===== config.mk =====
export PLATFORM = sky130hd
export DESIGN_NAME = traffic_ctrl_nway_flat
export DESIGN_NICKNAME = d
export VERILOG_FILES = /design/src/rtl/traffic_ctrl_nway_pkg.sv /design/src/rtl/traffic_ctrl_nway_if.sv /design/src/rtl/traffic_ctrl_nway_rr_next_way.sv /design/src/rtl/traffic_ctrl_nway.sv /design/src/flat_wrapper.sv
export SDC_FILE = /design/constraint.sdc
export NUM_CORES = 1
export LEC_CHECK = 0
export BUFFER_PORTS_ARGS = -buffer_cell sky130_fd_sc_hd__buf_2
export CORE_MARGIN = 2
export CORE_UTILIZATION = 50
export DETAILED_ROUTE_END_ITERATION = 12
export PLACE_DENSITY = 0.74
export SLEW_MARGIN = 30
export SYNTH_ARGS = -nofsm -noshare
export SYNTH_HDL_FRONTEND = slang
export SYNTH_SLANG_ARGS = --single-unit

===== constraint.sdc =====
create_clock -name clk -period 6.05 [get_ports clk]
set_input_delay 1.21 -clock clk [delete_from_list [all_inputs] [get_ports clk]]
set_output_delay 1.21 -clock clk [all_outputs]
set_load 0.005 [all_outputs]

===== src/rtl/traffic_ctrl_nway_pkg.sv =====
// Shared phase/lamp encodings and width helpers for the N-way traffic controller.
// Imported by the interface, the arbiter and the top level.
package traffic_pkg;

    typedef enum logic [1:0] {
        PH_GREEN  = 2'd0,
        PH_YELLOW = 2'd1,
        PH_ALLRED = 2'd2
    } phase_e;

    localparam logic [1:0] LT_GREEN  = 2'd0;
    localparam logic [1:0] LT_YELLOW = 2'd1;
    localparam logic [1:0] LT_RED    = 2'd2;

    function automatic int max3(input int a, input int b, input int c);
        int m;
        m = (a > b) ? a : b;
        return (m > c) ? m : c;
    endfunction

    function automatic int way_width(input int num_ways);
        return (num_ways > 2) ? $clog2(num_ways) : 1;
    endfunction

    // A counter that must reach max_val-1 needs clog2(max_val) bits, never fewer than one.
    function automatic int cnt_width(input int max_val);
        return (max_val > 2) ? $clog2(max_val) : 1;
    endfunction

endpackage


===== src/rtl/traffic_ctrl_nway_if.sv =====
// Bundle of the controller's request input and lamp/status outputs.
// The controller uses the slave view, the intersection driver the master view.
interface traffic_ctrl_nway_if #(
    parameter int NUM_WAYS = 4
) ();
    import traffic_pkg::*;

    localparam int WAY_W = way_width(NUM_WAYS);

    logic [NUM_WAYS-1:0]   req;
    logic [2*NUM_WAYS-1:0] lights;
    logic [WAY_W-1:0]      active_way;
    logic [1:0]            phase;

    modport master (
        output req,
        input  lights,
        input  active_way,
        input  phase
    );

    modport slave (
        input  req,
        output lights,
        output active_way,
        output phase
    );

endinterface


===== src/rtl/traffic_ctrl_nway_rr_next_way.sv =====
// Combinational cyclic priority search: first set request strictly after the current way.
// When nothing else is requesting, the grant falls back to the current way.
module rr_next_way #(
    parameter int NUM_WAYS = 4,
    parameter int WAY_W    = 2
) (
    input  logic [NUM_WAYS-1:0] i_req,
    input  logic [WAY_W-1:0]    i_cur,
    output logic [WAY_W-1:0]    o_grant,
    output logic                o_found
);
    logic [WAY_W-1:0] w_idx [1:NUM_WAYS-1];
    logic             w_hit [1:NUM_WAYS-1];

    genvar gi;
    generate
        for (gi = 1; gi < NUM_WAYS; gi++) begin : g_cand
            assign w_idx[gi] = WAY_W'((int'(i_cur) + gi) % NUM_WAYS);
            assign w_hit[gi] = i_req[w_idx[gi]];
        end
    endgenerate

    // Scan from the farthest offset down so the nearest requester wins.
    always_comb begin
        o_grant = i_cur;
        o_found = 1'b0;
        for (int k = NUM_WAYS - 1; k >= 1; k--) begin
            if (w_hit[k]) begin
                o_grant = w_idx[k];
                o_found = 1'b1;
            end
        end
    end

endmodule


===== src/rtl/traffic_ctrl_nway.sv =====
// N-way traffic-light controller: GREEN/YELLOW/ALLRED Moore FSM with min/max green
// timing and round-robin selection of the next approach.
module traffic_ctrl_nway
    import traffic_pkg::*;
#(
    parameter int NUM_WAYS      = 4,
    parameter int GREEN_MIN     = 8,
    parameter int GREEN_MAX     = 32,
    parameter int YELLOW_CYCLES = 3,
    parameter int ALLRED_CYCLES = 2
) (
    input  logic                clk,
    input  logic                reset_n,
    traffic_ctrl_nway_if.slave  bus
);
    localparam int WAY_W = way_width(NUM_WAYS);
    localparam int CNT_W = cnt_width(max3(GREEN_MAX, YELLOW_CYCLES, ALLRED_CYCLES));

    localparam logic [CNT_W-1:0] C_GREEN_MIN_LAST = CNT_W'(GREEN_MIN - 1);
    localparam logic [CNT_W-1:0] C_GREEN_MAX_LAST = CNT_W'(GREEN_MAX - 1);
    localparam logic [CNT_W-1:0] C_YELLOW_LAST    = CNT_W'(YELLOW_CYCLES - 1);
    localparam logic [CNT_W-1:0] C_ALLRED_LAST    = CNT_W'(ALLRED_CYCLES - 1);

    phase_e                r_phase;
    logic [CNT_W-1:0]      r_cnt;
    logic [WAY_W-1:0]      r_active_way;

    logic [NUM_WAYS-1:0]   w_req;
    logic [WAY_W-1:0]      w_grant;
    logic                  w_other_req;
    logic                  w_own_req;
    logic                  w_green_done;
    logic [2*NUM_WAYS-1:0] w_lights;

    assign w_req     = bus.req;
    assign w_own_req = w_req[r_active_way];

    // The arbiter's found flag is exactly "some other way is requesting".
    rr_next_way #(
        .NUM_WAYS (NUM_WAYS),
        .WAY_W    (WAY_W)
    ) u_rr_next_way (
        .i_req   (w_req),
        .i_cur   (r_active_way),
        .o_grant (w_grant),
        .o_found (w_other_req)
    );

    assign w_green_done = (r_cnt >= C_GREEN_MIN_LAST) && w_other_req &&
                          (!w_own_req || (r_cnt == C_GREEN_MAX_LAST));

    always_ff @(posedge clk or negedge reset_n) begin
        if (!reset_n) begin
            r_phase      <= PH_GREEN;
            r_cnt        <= '0;
            r_active_way <= '0;
        end else begin
            case (r_phase)
                PH_GREEN: begin
                    if (w_green_done) begin
                        r_phase <= PH_YELLOW;
                        r_cnt   <= '0;
                    end else if (r_cnt != C_GREEN_MAX_LAST) begin
                        r_cnt <= r_cnt + 1'b1;
                    end
                end
                PH_YELLOW: begin
                    if (r_cnt == C_YELLOW_LAST) begin
                        r_phase <= PH_ALLRED;
                        r_cnt   <= '0;
                    end else begin
                        r_cnt <= r_cnt + 1'b1;
                    end
                end
                PH_ALLRED: begin
                    if (r_cnt == C_ALLRED_LAST) begin
                        r_phase      <= PH_GREEN;
                        r_cnt        <= '0;
                        r_active_way <= w_grant;
                    end else begin
                        r_cnt <= r_cnt + 1'b1;
                    end
                end
                default: begin
                    r_phase <= PH_GREEN;
                    r_cnt   <= '0;
                end
            endcase
        end
    end

    // Lamp decode depends only on registered state, so req never reaches the lamps combinationally.
    genvar gi;
    generate
        for (gi = 0; gi < NUM_WAYS; gi++) begin : g_lamp
            assign w_lights[2*gi +: 2] =
                (r_active_way != WAY_W'(gi)) ? LT_RED    :
                (r_phase == PH_GREEN)        ? LT_GREEN  :
                (r_phase == PH_YELLOW)       ? LT_YELLOW : LT_RED;
        end
    endgenerate

    assign bus.lights     = w_lights;
    assign bus.active_way = r_active_way;
    assign bus.phase      = r_phase;

endmodule


===== src/flat_wrapper.sv =====
// flat-port wrapper written by rule: the top's interface ports become plain ports
module traffic_ctrl_nway_flat import traffic_pkg::*;
#(
    parameter int NUM_WAYS      = 4,
    parameter int GREEN_MIN     = 8,
    parameter int GREEN_MAX     = 32,
    parameter int YELLOW_CYCLES = 3,
    parameter int ALLRED_CYCLES = 2
)
  (clk, reset_n, bus_req, bus_lights, bus_active_way, bus_phase);
  traffic_ctrl_nway_if #(.NUM_WAYS(NUM_WAYS)) bus_i ();
  input  logic clk;
  input  logic reset_n;
  input wire logic [$bits(bus_i.req)-1:0] bus_req;
  output wire logic [$bits(bus_i.lights)-1:0] bus_lights;
  output wire logic [$bits(bus_i.active_way)-1:0] bus_active_way;
  output wire logic [$bits(bus_i.phase)-1:0] bus_phase;
  assign bus_i.req = bus_req;
  assign bus_lights = bus_i.lights;
  assign bus_active_way = bus_i.active_way;
  assign bus_phase = bus_i.phase;
  traffic_ctrl_nway #(.NUM_WAYS(NUM_WAYS), .GREEN_MIN(GREEN_MIN), .GREEN_MAX(GREEN_MAX), .YELLOW_CYCLES(YELLOW_CYCLES), .ALLRED_CYCLES(ALLRED_CYCLES)) u_core (.clk(clk), .reset_n(reset_n), .bus(bus_i));
endmodule

==> qor.yml <==
worst_setup_path:
  cp_slowest_cell: "dfrtp_1"
  r2r_slack_ns: 3.81
  reg2reg_depth: 8
  cp_max_fo: 12
  worstPathArrival_ns: 1.54
  cp_slowest_stage_delay_ns: 0.62
  r2r_start: "u_core.r_cnt[1]"
  cp_data_required_time_ns: 4.84
  rr_endpoint: "u_core.r_cnt[3]"
  critPathCaptureType: "output port"
  worstSetupPathType: "reg2out"
  worstPathCellList: "inv_1, ha_1, nand2b_1, nor2_1, buf_2"
  worstSetupStartpointType: "flop"
clock_network:
  clk_pin_slew_worst_paths_ns: 0.06
  cts_tree: "built"
  holdBufCountCts: 0
  post_cts_buffers: 0
  insertion_delay_ns: 0.26
  clockRootBuffer: "clkbuf_4"
  clockBufferDepth: 2
  cts_repair_resize_count: 0
  cts_sinks: 9
  htreeDepth: 1
  cts-buffers-inserted: 3
sta:
  max_freq_mhz: 363
  relSlewSlack: 0.664
  finalClockSkew_ns: 0.00208
  hold_viol: 0
  worst_pin_slew_ns: 0.500
  period_minus_slack_ns: 2.75
  rsz0062_at_grt: "false"
  setup_viol: 0
  timing.final.crit_share: 0.455
  final.setup.tns_ns: 0
  drv_slew: 0
place:
  hpwl_um: 1280
  placedCellCount: 123
  routabilityCongestion: 0.810
  portBuffers: 17
global_route:
  overflow: 0
  grtUsageTotal: 0.194
  antenna_found_initial: 0
  grt_max_degree: 15
  grt_pass1_wl_um: 2820
  grt_pass1_vias: 648
logic_synthesis:
  ys.warnings.count: 0
  synth.avg_cell_area_um2: 9.07
  syn-cell-area_um2: 843
  synth_area_leaders: "dfrtp_1 (27%), ha_1 (12%), nand2_1 (4.0%)"
  synth_fp_nets: 107
  synth_edf_count: 0
  synth_common_cells: "dfrtp_1 (9), nand2_1 (9), ha_1 (8), inv_1 (8), nor2_1 (7)"
  ys_seq_area_frac: 0.267
  ys_types: 34
  synth_top_area_cell: "dfrtp_1"
  async_flop_share: 1.00
  synthCells: 93
  synth_seq_cells: 9
  synth_top_area_frac: 0.267
  synthFlopType: "dfrtp_1"
route:
  via_per_inst: 5.72
  dr.pass1.iters: 4
  vias: 727
  wl_per_cell_um: 12.5
  routed_wl_um: 1580
  ant_nets: 0
  drc: 0
  drt_iter0_markers: 8
run_status:
  status: "finished, final reports clean"
die:
  dieArea_mm2: 0.00203
  die_width_um: 45.1
  die_y_um: 45.1
  core_area_mm2: 0.00154
  ioPinCount: 18
  row_count: 14
  initial_utilization: 0.547
final_layout:
  instances_no_fill: 127
  synthToLayoutAreaGrowth_pct: 12.5
  final_layout_size_suffix_gt1_frac: 0.270
  nets: 126
  antenna_cells: 0
hold_path:
  hold_end: "u_core.r_cnt[4]"
  whs_path_depth: 2
  hp-start: "u_core.r_cnt[4]"
  min_path_type: "reg2reg"
power:
  power_density_mw_per_mm2: 468
  peakVddDrop_mv: 0.309
  p_leak_nw: 0.447
job:
  max-cap-violations: 0
-- cells by family after synthesis --
| group | after synthesis | share of synthesized area |
|---|---|---|
| AND/OR/NAND/NOR | 37 | 0.229 |
| AO/OA/AOI/OAI | 24 | 0.237 |
| buffers and inverters | 11 | 0.0668 |
| flip-flops | 9 | 0.267 |
| adder cells (fa/ha/maj) | 8 | 0.119 |
| multiplexers | 3 | 0.0712 |
| XOR/XNOR | 1 | 0.0104 |
-- registers in the layout, indices dropped and copies added (netlist names) --
| signal | count |
|---|---|
| u_core.bus.phase | 2 |
| u_core.bus.active_way | 2 |
| u_core.r_cnt | 5 |
-- critical path, delay by kind of cell (launching register included) --
kind / cells / cell delay, ns
buffers and inverters: 2 / 0.31
flip-flops: 1 / 0.62
adder cells (fa/ha/maj): 1 / 0.23
AND/OR/NAND/NOR: 2 / 0.12
-- worst max-delay path by stage --
stage                             startpoint              end  slack, ns  cells past startpoint
finish              u_core.bus.active_way[0]    bus_lights[4]       3.30                      5
global route        u_core.bus.active_way[0]    bus_lights[0]       3.17                      5
CTS                 u_core.bus.active_way[0]    bus_lights[0]       3.29                      5
detailed placement                bus_req[3]  u_core.r_cnt[0]       3.33                      7
global placement                  bus_req[3]  u_core.r_cnt[0]       3.35                      7
floorplan                         bus_req[2]  u_core.r_cnt[3]       3.61                      6
-- cells in the final DEF, fill, tap and decap left out, types with 2 or more instances in the layout --
cell type  count
o31ai_1        3
and3_1         2
nor3_1         3
a21o_1         2
nor3_2         2
a211oi_1       4
dfrtp_1        9
nand2b_1       5
o21ai_1        2
ha_1           8
nand2_1        9
a21oi_1        5
inv_1          8
buf_2         17
nor2_1         7
clkbuf_4       3
nor4_1         3
nand3_1        2
-- power breakdown --
part | switching [mW] | total [mW] | leakage, nW | internal, mW
sequential | 0.0586 | 0.145 | 0.115 | 0.0860
combinational | 0.131 | 0.254 | 0.318 | 0.123
clock | 0.0197 | 0.0450 | 0.0150 | 0.0253
-- metal layers --
| metal | vias up | global-route usage | wire length (um) |
|---|---|---|---|
| met2 | 18 | 0.303 | 706 |
| met5 | - | 0 | 0 |
| met3 | 2 | 0.0720 | 97 |
| met4 | 0 | 0.0529 | 14 |
| li1 | 375 | - | - |
| met1 | 332 | 0.253 | 763 |
-- area by class of cell --
type / count / area [um2]
Clock buffer: 4 / 26.3
Fill cell: 143 / 593
Inverter: 8 / 30.0
Multi-Input combinational cell: 73 / 562
Sequential cell: 9 / 225
Tap cell: 16 / 20.0
Timing Repair Buffer: 17 / 85.1
-- through the flow --
stage | power, mW | setup slack, ns | hold WS [ns] | util | cell area, um2
floorplan | 0.339 | 3.61 | 0.499 | - | 843
global route | 0.493 | 3.17 | 0.609 | 0.615 | 948
global placement | 0.393 | 3.35 | 0.529 | 0.598 | 922
finish | 0.443 | 3.30 | 0.565 | 0.615 | 948
CTS | 0.449 | 3.29 | 0.562 | 0.615 | 948
detailed placement | 0.401 | 3.33 | 0.547 | 0.598 | 922
Note: power is estimated with default switching activity, not from simulation.
